### src/rtl/alarm_pkg.sv
// Shared alarm definitions: state encoding and time-field widths, also used by
// the display multiplexer to show alarm status.
package alarm_pkg;

    localparam int HR_W  = 5;
    localparam int MIN_W = 6;

    typedef enum logic [1:0] {
        ST_IDLE    = 2'd0,
        ST_ARMED   = 2'd1,
        ST_RINGING = 2'd2,
        ST_SNOOZE  = 2'd3
    } alarm_state_e;

    // Width of a counter that must hold 0..limit, never narrower than 1 bit.
    function automatic int cnt_w(input int limit);
        return (limit < 1) ? 1 : $clog2(limit + 1);
    endfunction

endpackage

### src/rtl/buzz_pattern_gen.sv
// Buzzer tone/cadence generator. While en is high it plays tone bursts
// (on-phase) alternating with silence (off-phase); a rising en restarts at phase 0.
module buzz_pattern_gen
    import alarm_pkg::*;
#(
    parameter int TONE_DIV    = 25_000,
    parameter int CADENCE_DIV = 25_000_000
) (
    input  logic clk,
    input  logic rst,
    input  logic en,
    output logic buzz
);

    localparam int TW = cnt_w(TONE_DIV);
    localparam int CW = cnt_w(CADENCE_DIV);
    localparam logic [TW-1:0] TONE_LAST = TW'(TONE_DIV - 1);
    localparam logic [CW-1:0] CAD_LAST  = CW'(CADENCE_DIV - 1);

    logic [TW-1:0] tone_cnt_q, tone_cnt_d;
    logic [CW-1:0] cad_cnt_q,  cad_cnt_d;
    logic          off_phase_q, off_phase_d;
    logic          active_q,    active_d;
    logic          buzz_q,      buzz_d;

    always_comb begin
        tone_cnt_d  = tone_cnt_q;
        cad_cnt_d   = cad_cnt_q;
        off_phase_d = off_phase_q;
        active_d    = active_q;
        buzz_d      = buzz_q;

        if (!en) begin
            tone_cnt_d  = '0;
            cad_cnt_d   = '0;
            off_phase_d = 1'b0;
            active_d    = 1'b0;
            buzz_d      = 1'b0;
        end else if (!active_q) begin
            // First enabled cycle: tone is already high so buzz is 1 on entry.
            tone_cnt_d  = '0;
            cad_cnt_d   = '0;
            off_phase_d = 1'b0;
            active_d    = 1'b1;
            buzz_d      = 1'b1;
        end else if (cad_cnt_q == CAD_LAST) begin
            cad_cnt_d   = '0;
            tone_cnt_d  = '0;
            off_phase_d = !off_phase_q;
            buzz_d      = off_phase_q;
        end else begin
            cad_cnt_d = cad_cnt_q + 1'b1;
            if (tone_cnt_q == TONE_LAST) begin
                tone_cnt_d = '0;
                buzz_d     = off_phase_q ? 1'b0 : !buzz_q;
            end else begin
                tone_cnt_d = tone_cnt_q + 1'b1;
            end
        end
    end

    always_ff @(posedge clk) begin
        if (rst) begin
            tone_cnt_q  <= '0;
            cad_cnt_q   <= '0;
            off_phase_q <= 1'b0;
            active_q    <= 1'b0;
            buzz_q      <= 1'b0;
        end else begin
            tone_cnt_q  <= tone_cnt_d;
            cad_cnt_q   <= cad_cnt_d;
            off_phase_q <= off_phase_d;
            active_q    <= active_d;
            buzz_q      <= buzz_d;
        end
    end

    assign buzz = buzz_q;

endmodule

### src/rtl/alarm_ctrl.sv
// Alarm sequencing controller: compares time of day with the alarm time and
// runs the ring / snooze / stop state machine that drives the buzzer.
module alarm_ctrl
    import alarm_pkg::*;
#(
    parameter int TONE_DIV       = 25_000,
    parameter int CADENCE_DIV    = 25_000_000,
    parameter int RING_TIMEOUT_S = 60,
    parameter int SNOOZE_S       = 300,
    parameter int MAX_SNOOZE     = 3
) (
    input  logic             clk,
    input  logic             rst,
    input  logic             tick_1hz,
    input  logic [HR_W-1:0]  cur_hr,
    input  logic [MIN_W-1:0] cur_min,
    input  logic [HR_W-1:0]  alarm_hr,
    input  logic [MIN_W-1:0] alarm_min,
    input  logic             alarm_en,
    input  logic             btn_snooze,
    input  logic             btn_stop,
    output logic             buzz,
    output logic             ringing,
    output logic             snoozing,
    output logic [1:0]       state
);

    localparam int RW = cnt_w(RING_TIMEOUT_S);
    localparam int SW = cnt_w(SNOOZE_S);
    localparam int NW = cnt_w(MAX_SNOOZE);
    localparam logic [RW-1:0] RING_LIM  = RW'(RING_TIMEOUT_S);
    localparam logic [SW-1:0] SNZ_LIM   = SW'(SNOOZE_S);
    localparam logic [NW-1:0] SNZ_MAX   = NW'(MAX_SNOOZE);

    alarm_state_e  state_q, state_d;
    logic          match_seen_q, match_seen_d;
    logic [RW-1:0] ring_sec_q, ring_sec_d, ring_sec_inc;
    logic [SW-1:0] snz_sec_q, snz_sec_d, snz_sec_inc;
    logic [NW-1:0] snooze_cnt_q, snooze_cnt_d;
    logic          ringing_q, ringing_d;
    logic          snoozing_q, snoozing_d;
    logic          match;

    always_comb begin
        match = (cur_hr == alarm_hr) && (cur_min == alarm_min);

        // Seconds counters saturate at their limit.
        ring_sec_inc = (tick_1hz && ring_sec_q != RING_LIM) ? ring_sec_q + 1'b1 : ring_sec_q;
        snz_sec_inc  = (tick_1hz && snz_sec_q != SNZ_LIM)   ? snz_sec_q + 1'b1  : snz_sec_q;

        state_d      = state_q;
        ring_sec_d   = ring_sec_q;
        snz_sec_d    = snz_sec_q;
        snooze_cnt_d = snooze_cnt_q;
        match_seen_d = match ? match_seen_q : 1'b0;

        if (!alarm_en) begin
            state_d = ST_IDLE;
        end else begin
            case (state_q)
                ST_IDLE: begin
                    state_d = ST_ARMED;
                end
                ST_ARMED: begin
                    if (tick_1hz && match && !match_seen_q) begin
                        state_d      = ST_RINGING;
                        ring_sec_d   = '0;
                        snooze_cnt_d = '0;
                        match_seen_d = 1'b1;
                    end
                end
                ST_RINGING: begin
                    ring_sec_d = ring_sec_inc;
                    if (btn_stop) begin
                        state_d = ST_ARMED;
                    end else if (ring_sec_inc == RING_LIM) begin
                        state_d = ST_ARMED;
                    end else if (btn_snooze && snooze_cnt_q < SNZ_MAX) begin
                        state_d      = ST_SNOOZE;
                        snooze_cnt_d = snooze_cnt_q + 1'b1;
                        snz_sec_d    = '0;
                    end
                end
                ST_SNOOZE: begin
                    snz_sec_d = snz_sec_inc;
                    if (btn_stop) begin
                        state_d = ST_ARMED;
                    end else if (snz_sec_inc == SNZ_LIM) begin
                        state_d      = ST_RINGING;
                        ring_sec_d   = '0;
                        match_seen_d = 1'b1;
                    end
                end
                default: begin
                    state_d = ST_IDLE;
                end
            endcase
        end

        ringing_d  = (state_d == ST_RINGING);
        snoozing_d = (state_d == ST_SNOOZE);
    end

    always_ff @(posedge clk) begin
        if (rst) begin
            state_q      <= ST_IDLE;
            match_seen_q <= 1'b0;
            ring_sec_q   <= '0;
            snz_sec_q    <= '0;
            snooze_cnt_q <= '0;
            ringing_q    <= 1'b0;
            snoozing_q   <= 1'b0;
        end else begin
            state_q      <= state_d;
            match_seen_q <= match_seen_d;
            ring_sec_q   <= ring_sec_d;
            snz_sec_q    <= snz_sec_d;
            snooze_cnt_q <= snooze_cnt_d;
            ringing_q    <= ringing_d;
            snoozing_q   <= snoozing_d;
        end
    end

    // Driven from the next state so the pattern's first buzz lands with the state change.
    buzz_pattern_gen #(
        .TONE_DIV    (TONE_DIV),
        .CADENCE_DIV (CADENCE_DIV)
    ) u_buzz (
        .clk  (clk),
        .rst  (rst),
        .en   (ringing_d),
        .buzz (buzz)
    );

    assign ringing  = ringing_q;
    assign snoozing = snoozing_q;
    assign state    = state_q;

endmodule

### config.mk
export PLATFORM = sky130hd
export DESIGN_NAME = alarm_ctrl
export DESIGN_NICKNAME = d
export VERILOG_FILES = /design/src/rtl/alarm_pkg.sv /design/src/rtl/buzz_pattern_gen.sv /design/src/rtl/alarm_ctrl.sv
export SDC_FILE = /design/constraint.sdc
export NUM_CORES = 1
export LEC_CHECK = 0
export ABC_CLOCK_PERIOD_IN_PS = 3700
export BUFFER_PORTS_ARGS = -buffer_cell sky130_fd_sc_hd__clkbuf_2
export CAP_MARGIN = 10
export CORE_ASPECT_RATIO = 0.9
export CORE_MARGIN = 2
export CORE_UTILIZATION = 40
export DETAILED_ROUTE_END_ITERATION = 10
export PLACE_DENSITY_LB_ADDON = 0.12
export SLEW_MARGIN = 10
export SYNTH_ARGS = -nofsm -noshare
export SYNTH_HDL_FRONTEND = slang
export SYNTH_SLANG_ARGS = --single-unit
export TNS_END_PERCENT = 50
### constraint.sdc
create_clock -name clk -period 3.7 [get_ports clk]
set_clock_uncertainty 0.2 [all_clocks]
set_input_delay 0.37 -clock clk [delete_from_list [all_inputs] [get_ports clk]]
set_output_delay 0.37 -clock clk [all_outputs]
set_load 0.02 [all_outputs]
======== Word level (Yosys, flattened, before mapping) ========
Cells that the tools add are included.
storage, ports and cells
  output and inout bits ................... 5
  input bits .............................. 28
  word-level logic and storage cells ...... 94
  bits in registers ....................... 65
cells by class
  $lt $le $gt $ge ......................... 1
  equality and inequality tests ........... 20
  add/sub/neg operators ................... 5
  reduce and logical (&&, ||, !) cells .... 20
  multiplexer cells ....................... 34
  bitwise logic cells ..................... 2
operators by type and width
  cell                                           count
  2-to-1 mux 9 bit                               4
  adder 25 x 1 -> 25 bit, second input constant  1
  equality test 25 bit, second input constant    1
  2-to-1 mux 6 bit                               4
  2-to-1 mux 2 bit                               11
  one-hot mux 6 bit (3 select lines)             1
  one-hot mux 9 bit (2 select lines)             1
  adder 15 x 1 -> 15 bit, second input constant  1
  equality test 15 bit, second input constant    1
  inequality test 2 bit, second input constant   6
  2-to-1 mux 1 bit                               10
  AND reduction 5 bit                            2
  adder 9 x 1 -> 9 bit, second input constant    1
  equality test 9 bit, second input constant     1
  inequality test 9 bit, second input constant   1
  equality test 2 bit, second input constant     4
  one-hot mux 2 bit (4 select lines)             1
  adder 6 x 1 -> 6 bit, second input constant    1
  equality test 6 bit                            1
  equality test 6 bit, second input constant     1
  logical AND 1 bit                              6
  inequality test 6 bit, second input constant   1
  AND reduction 6 bit                            1
  equality test 5 bit                            1
  other kinds (15)                               19

======== Logic depth before layout (Yosys ltp) ========
  word-level depth ........................ 11
  depth in mapped cells ................... 10
  gate-level depth less buffers ........... 8

======== Modules after synthesis ========
From an unflattened synthesis, not the netlist that was laid out.
second synthesis, totals
  cells, all modules ...................... 446
  area total of the unflattened synthesis .. 3673.5 um2
modules (own cells, without submodules)
  module            cells an instance  area each (um2)  seq. area each (um2)  times used
  buzz_pattern_gen  227                1976.9           860.8                 1
  alarm_ctrl        219                1696.6           440.4                 1

======== Worst setup path after synthesis ========
Ideal clock, no wire load.
  path kind ............................... register to register
  from .................................... register snz_sec_q[0]
  to ...................................... register u_buzz.cad_cnt_q[10]
  required time ........................... 3411 ps
  slack ................................... 969 ps
  cell stages (with the launch flop) ...... 11
  clock period less this slack ............ 2731 ps
  setup time .............................. 89 ps
  arrival ................................. 2442 ps
  path buffers ............................ 2
  cell sequence ........................... dfxtp_1 > inv_1 > ha_1 > and4_4 > buf_6 > a2111oi_2 > a41oi_2 > nor4b_4 > o221ai_4 > buf_6 > nor4_2
on the way
  longest elaborated chain between the ends .. 11
  elaborated cells on any way between the ends .. 12
  those cells by class .................... add/sub: 1; eq/ne: 3; mux: 5; bitwise: 1; reduce/logical: 2
ends and longest elaborated chain
  what                                                          RTL line                source
  start: declaration                                            alarm_ctrl.sv:38        logic [SW-1:0] snz_sec_q, snz_sec_d, snz_sec_inc;
  start signal: assignment                                      alarm_ctrl.sv:117       snz_sec_q <= snz_sec_d;
  branches (longest 2 deep; another with adder 9 x 1 -> 9 bit)  --
  2-to-1 mux 9 bit (*)                                          alarm_ctrl.sv:49        snz_sec_inc = (tick_1hz && snz_sec_q != SNZ_LIM) ? snz_sec_q + 1'b1 : snz_sec_q;
  equality test 9 bit (*)                                       alarm_ctrl.sv:88        end else if (snz_sec_inc == SNZ_LIM) begin
  2-to-1 mux 2 bit (*)                                          alarm_ctrl.sv:88
  2-to-1 mux 2 bit (*)                                          alarm_ctrl.sv:86        if (btn_stop) begin
  one-hot mux 2 bit (4 select lines) (*)                        alarm_ctrl.sv:60        case (state_q)
  2-to-1 mux 2 bit (*)                                          alarm_ctrl.sv:57        if (!alarm_en) begin
  equality test 2 bit (*)                                       alarm_ctrl.sv:100       ringing_d = (state_d == ST_RINGING);
  inverter 1 bit (no source line) (*)                           --
  OR reduction 4 bit (no source line) (*)                       --
  end signal: assignment                                        buzz_pattern_gen.sv:71  cad_cnt_q <= cad_cnt_d;
  end: declaration                                              buzz_pattern_gen.sv:21  logic [CW-1:0] cad_cnt_q, cad_cnt_d;
Every way passes the cells marked *.
A chain may end at the register's enable or synchronous reset.

======== Final worst setup path ========
  from .................................... register ring_sec_q[0]
  to ...................................... register u_buzz.tone_cnt_q[5]
on the way
  longest elaborated chain between the ends .. 11
  elaborated cells on any way between the ends .. 12
  those cells by class .................... add/sub: 1; eq/ne: 3; mux: 5; bitwise: 1; reduce/logical: 2
ends and longest elaborated chain
  what                                                          RTL line                source
  start: declaration                                            alarm_ctrl.sv:37        logic [RW-1:0] ring_sec_q, ring_sec_d, ring_sec_inc;
  start signal: assignment                                      alarm_ctrl.sv:116       ring_sec_q <= ring_sec_d;
  branches (longest 2 deep; another with adder 6 x 1 -> 6 bit)  --
  2-to-1 mux 6 bit (*)                                          alarm_ctrl.sv:48        ring_sec_inc = (tick_1hz && ring_sec_q != RING_LIM) ? ring_sec_q + 1'b1 : ring_sec_q;
  equality test 6 bit (*)                                       alarm_ctrl.sv:76        end else if (ring_sec_inc == RING_LIM) begin
  2-to-1 mux 2 bit (*)                                          alarm_ctrl.sv:76
  2-to-1 mux 2 bit (*)                                          alarm_ctrl.sv:74        if (btn_stop) begin
  one-hot mux 2 bit (4 select lines) (*)                        alarm_ctrl.sv:60
  2-to-1 mux 2 bit (*)                                          alarm_ctrl.sv:57
  equality test 2 bit (*)                                       alarm_ctrl.sv:100
  inverter 1 bit (no source line) (*)                           --
  OR reduction 5 bit (no source line) (*)                       --
  end signal: assignment                                        buzz_pattern_gen.sv:70  tone_cnt_q <= tone_cnt_d;
  end: declaration                                              buzz_pattern_gen.sv:20  logic [TW-1:0] tone_cnt_q, tone_cnt_d;
Marks and branches as above.

==> results.toml <==
[power]
cellPowerDensity_nw_per_um2 = 347
vdd_drop_max_v = 0.000199
switchingPower_mw = 0.322
pwr-share-seq_pct = 46.0
p_leak_nw = 1.36
clkPwrFrac_pct = 50.9
p_int_mw = 1.18
switching_share_pct = 21.5
p_comb_share_pct = 3.1

[global_route]
grt_usage_pct = 17.7
grt_max_degree = 46
grt_pass1_vias = 3149
grt_pass1_wl_um = 15100
globalRouteOverflowTotal = 0
grt_antenna_before_repair = 0

[die]
die_width_um = 107
initial_core_util_pct = 41.7
core_um2 = 9210
dieArea_um2 = 10400
fp-row-count = 33
dieHeight_um = 96.9
io_pins = 33

[cts]
cts_setup_buffers = 0
clock-sinks = 64
cts_tree = "yes"
clk-insertion-delay-late_ps = 340
path_clk_slew_ps = 70
postCtsHoldBufs = 0
cts_buffer_depth = 2
cts-resized-gates = 0
cts_root_buffer = "clkbuf_8"
htree_levels = 3
cts_buffers = 9

[layout]
stdcell_count = 582
area_growth_pct = 12.7
final_common_cell = "dfxtp_1"
nets = 490
diodes = 0
final_cell_mix = "64 x dfxtp_1, 32 x xor2_1, 32 x clkbuf_2"
drive_above_1_share_pct = 19.1
n_fill_cell = 924

[detailed_routing]
wire_per_inst_um = 14.6
postRouteWirelength_um = 8520
firstDrtPassIters = 4
antenna_left = 0
via_per_inst = 5.68
vias = 3304
drt_iter0_markers = 133
drc = 0

[timing]
fin_setup_tns_ps = 0
period_share_pct = 78.8
rsz0062_at_grt = "no"
hold_viol_final = 0
relSlewSlack_pct = 58.3
setup_viol = 0
slew_violations = 0
max_freq_mhz = 343
worst_pin_slew_ps = 622
fin_crit_ps = 2920

[setup_path]
worstSetupStartpointType = "flip-flop"
worstSetupStartpoint = "ring_sec_q[0]$_SDFFE_PP0P_"
worstPathArrival_ps = 2920
ff2ff_path_depth = 8
worstSetupEndpoint = "u_buzz.tone_cnt_q[5]$_SDFF_PP0_"
r2r_end = "u_buzz.tone_cnt_q[5]$_SDFF_PP0_"
setup.worst_path.end_class = "flip-flop"
path_class = "reg2reg"
rrSetupSlack_ps = 780
crit_fanout = 11
reg2reg_from = "ring_sec_q[0]$_SDFFE_PP0P_"
crit_required_ps = 3700

[synth]
synth_cell_type_count = 57
async_flop_share_pct = 0
syn_nets = 467
synth_top_flop_cell = "dfxtp_1"
synth_edf_count = 0
yosysSeqAreaShare_pct = 33.4
avgSynthCellArea_um2 = 8.88
ys_ff_latch = 64
yosys_warnings = 0
syn-cell-area_um2 = 3840
postSynthCellCount = 432

[hold_path]
hp-class = "in2reg"

[placement]
dp_cells = 566
io_buffers = 32
dpl.hpwl_um = 5940
gp_congestion = 0.785

[flow_run]
maxCapViolations = 0

[status]
outcome = "completed"
-- per-layer routing --
| layer | global-route usage [%] | routed length [um] | up-vias |
|---|---|---|---|
| met5 | 0 | 0 | - |
| met4 | 4.60 | 51 | 0 |
| li1 | - | - | 1648 |
| met3 | 4.45 | 387 | 4 |
| met2 | 26.7 | 3820 | 77 |
| met1 | 25.0 | 4260 | 1575 |
-- metrics by stage --
stage,power (mW),area (um^2),worst slack (ps),hold slack (ps),util [%]
2_1_floorplan,0.731,3840,969,224,-
3_3_place_gp,0.754,4070,854,234,44.2
3_5_place_dp,0.754,4070,745,251,44.2
4_1_cts,1.52,4330,734,204,47.0
5_1_grt,1.56,4330,404,251,47.0
6_report,1.50,4330,784,242,47.0
-- state kept, by name, summed over array words and instances (netlist names) --
register / cells
u_buzz.cad_cnt_q: 25
u_buzz.tone_cnt_q: 15
snz_sec_q: 9
ring_sec_q: 6
snooze_cnt_q: 2
state: 2
match_seen_q: 1
ringing: 1
snoozing: 1
u_buzz.buzz: 1
u_buzz.off_phase_q: 1
-- synthesized netlist by cell type, drive strengths merged (7+ instances only) --
| cell type | instances | area, um^2 |
|---|---|---|
| xnor2 | 19 | 166 |
| nor2 | 31 | 116 |
| a311oi | 8 | 70.1 |
| dfxtp | 64 | 1280 |
| nand3 | 27 | 135 |
| clkbuf | 11 | 42.5 |
| and3 | 11 | 68.8 |
| nand4 | 16 | 100 |
| nand2 | 28 | 105 |
| a21oi | 13 | 65.1 |
| nor4 | 36 | 388 |
| ha | 7 | 87.6 |
| buf | 12 | 103 |
| nor3 | 22 | 110 |
| o21ai | 7 | 38.8 |
| xor2 | 32 | 280 |
| inv | 16 | 60.1 |
| nand2b | 7 | 43.8 |
-- how the worst min path moves through the flow --
stage	from	endpoint	depth (start not counted)
6_report	alarm_en	snz_sec_q[3]$_SDFFE_PP0P_	3
5_1_grt	alarm_en	snz_sec_q[3]$_SDFFE_PP0P_	3
4_1_cts	alarm_en	snz_sec_q[3]$_SDFFE_PP0P_	3
3_5_place_dp	u_buzz.tone_cnt_q[0]$_SDFF_PP0_	u_buzz.tone_cnt_q[0]$_SDFF_PP0_	1
3_3_place_gp	u_buzz.tone_cnt_q[0]$_SDFF_PP0_	u_buzz.tone_cnt_q[0]$_SDFF_PP0_	1
2_1_floorplan	u_buzz.tone_cnt_q[0]$_SDFF_PP0_	u_buzz.tone_cnt_q[0]$_SDFF_PP0_	1
-- power by group through the flow --
stage	Combinational, mW	Sequential (mW)	Clock (mW)
after floorplan	0.0255	0.706	0
after global placement	0.0467	0.707	0
after detailed placement	0.0470	0.707	0
after CTS	0.0471	0.691	0.784
after global routing	0.0527	0.691	0.811
final	0.0467	0.691	0.764
-- critical path: stages, from the launching register on --
cell       delay [ps]
dfxtp_1           420
inv_1             100
ha_1              180
nand4_1           120
a2111oi_0         580
a41oi_1           130
o311a_1           430
o211ai_1          540
nor3_1            100
-- final cells by class --
class                           count  area [um^2]  share of cell area [%]
Clock inverter                      6          115                    2.66
Timing Repair Buffer               35          220                    5.09
Multi-Input combinational cell    329         2360                    54.5
Tap cell                          122          153                    3.53
Clock buffer                       10          138                    3.18
Inverter                           16         60.1                    1.39
Sequential cell                    64         1280                    29.6
-- cells by family (layout without fill, tap and decap cells) --
group                      count (synthesis)  count (layout)  share of synthesized area [%]
AOI/OAI and AO/OA                         70              70                           14.0
adders and majority gates                  7               7                           2.28
muxes                                      2               2                          0.554
buffers and inverters                     39              67                           5.35
DFF                                       64              64                           33.4
xor gates and xnor gates                  51              51                           11.6
and+or+nand+nor                          199             199                           32.8
No activity file was read; power rests on OpenSTA's default activity.
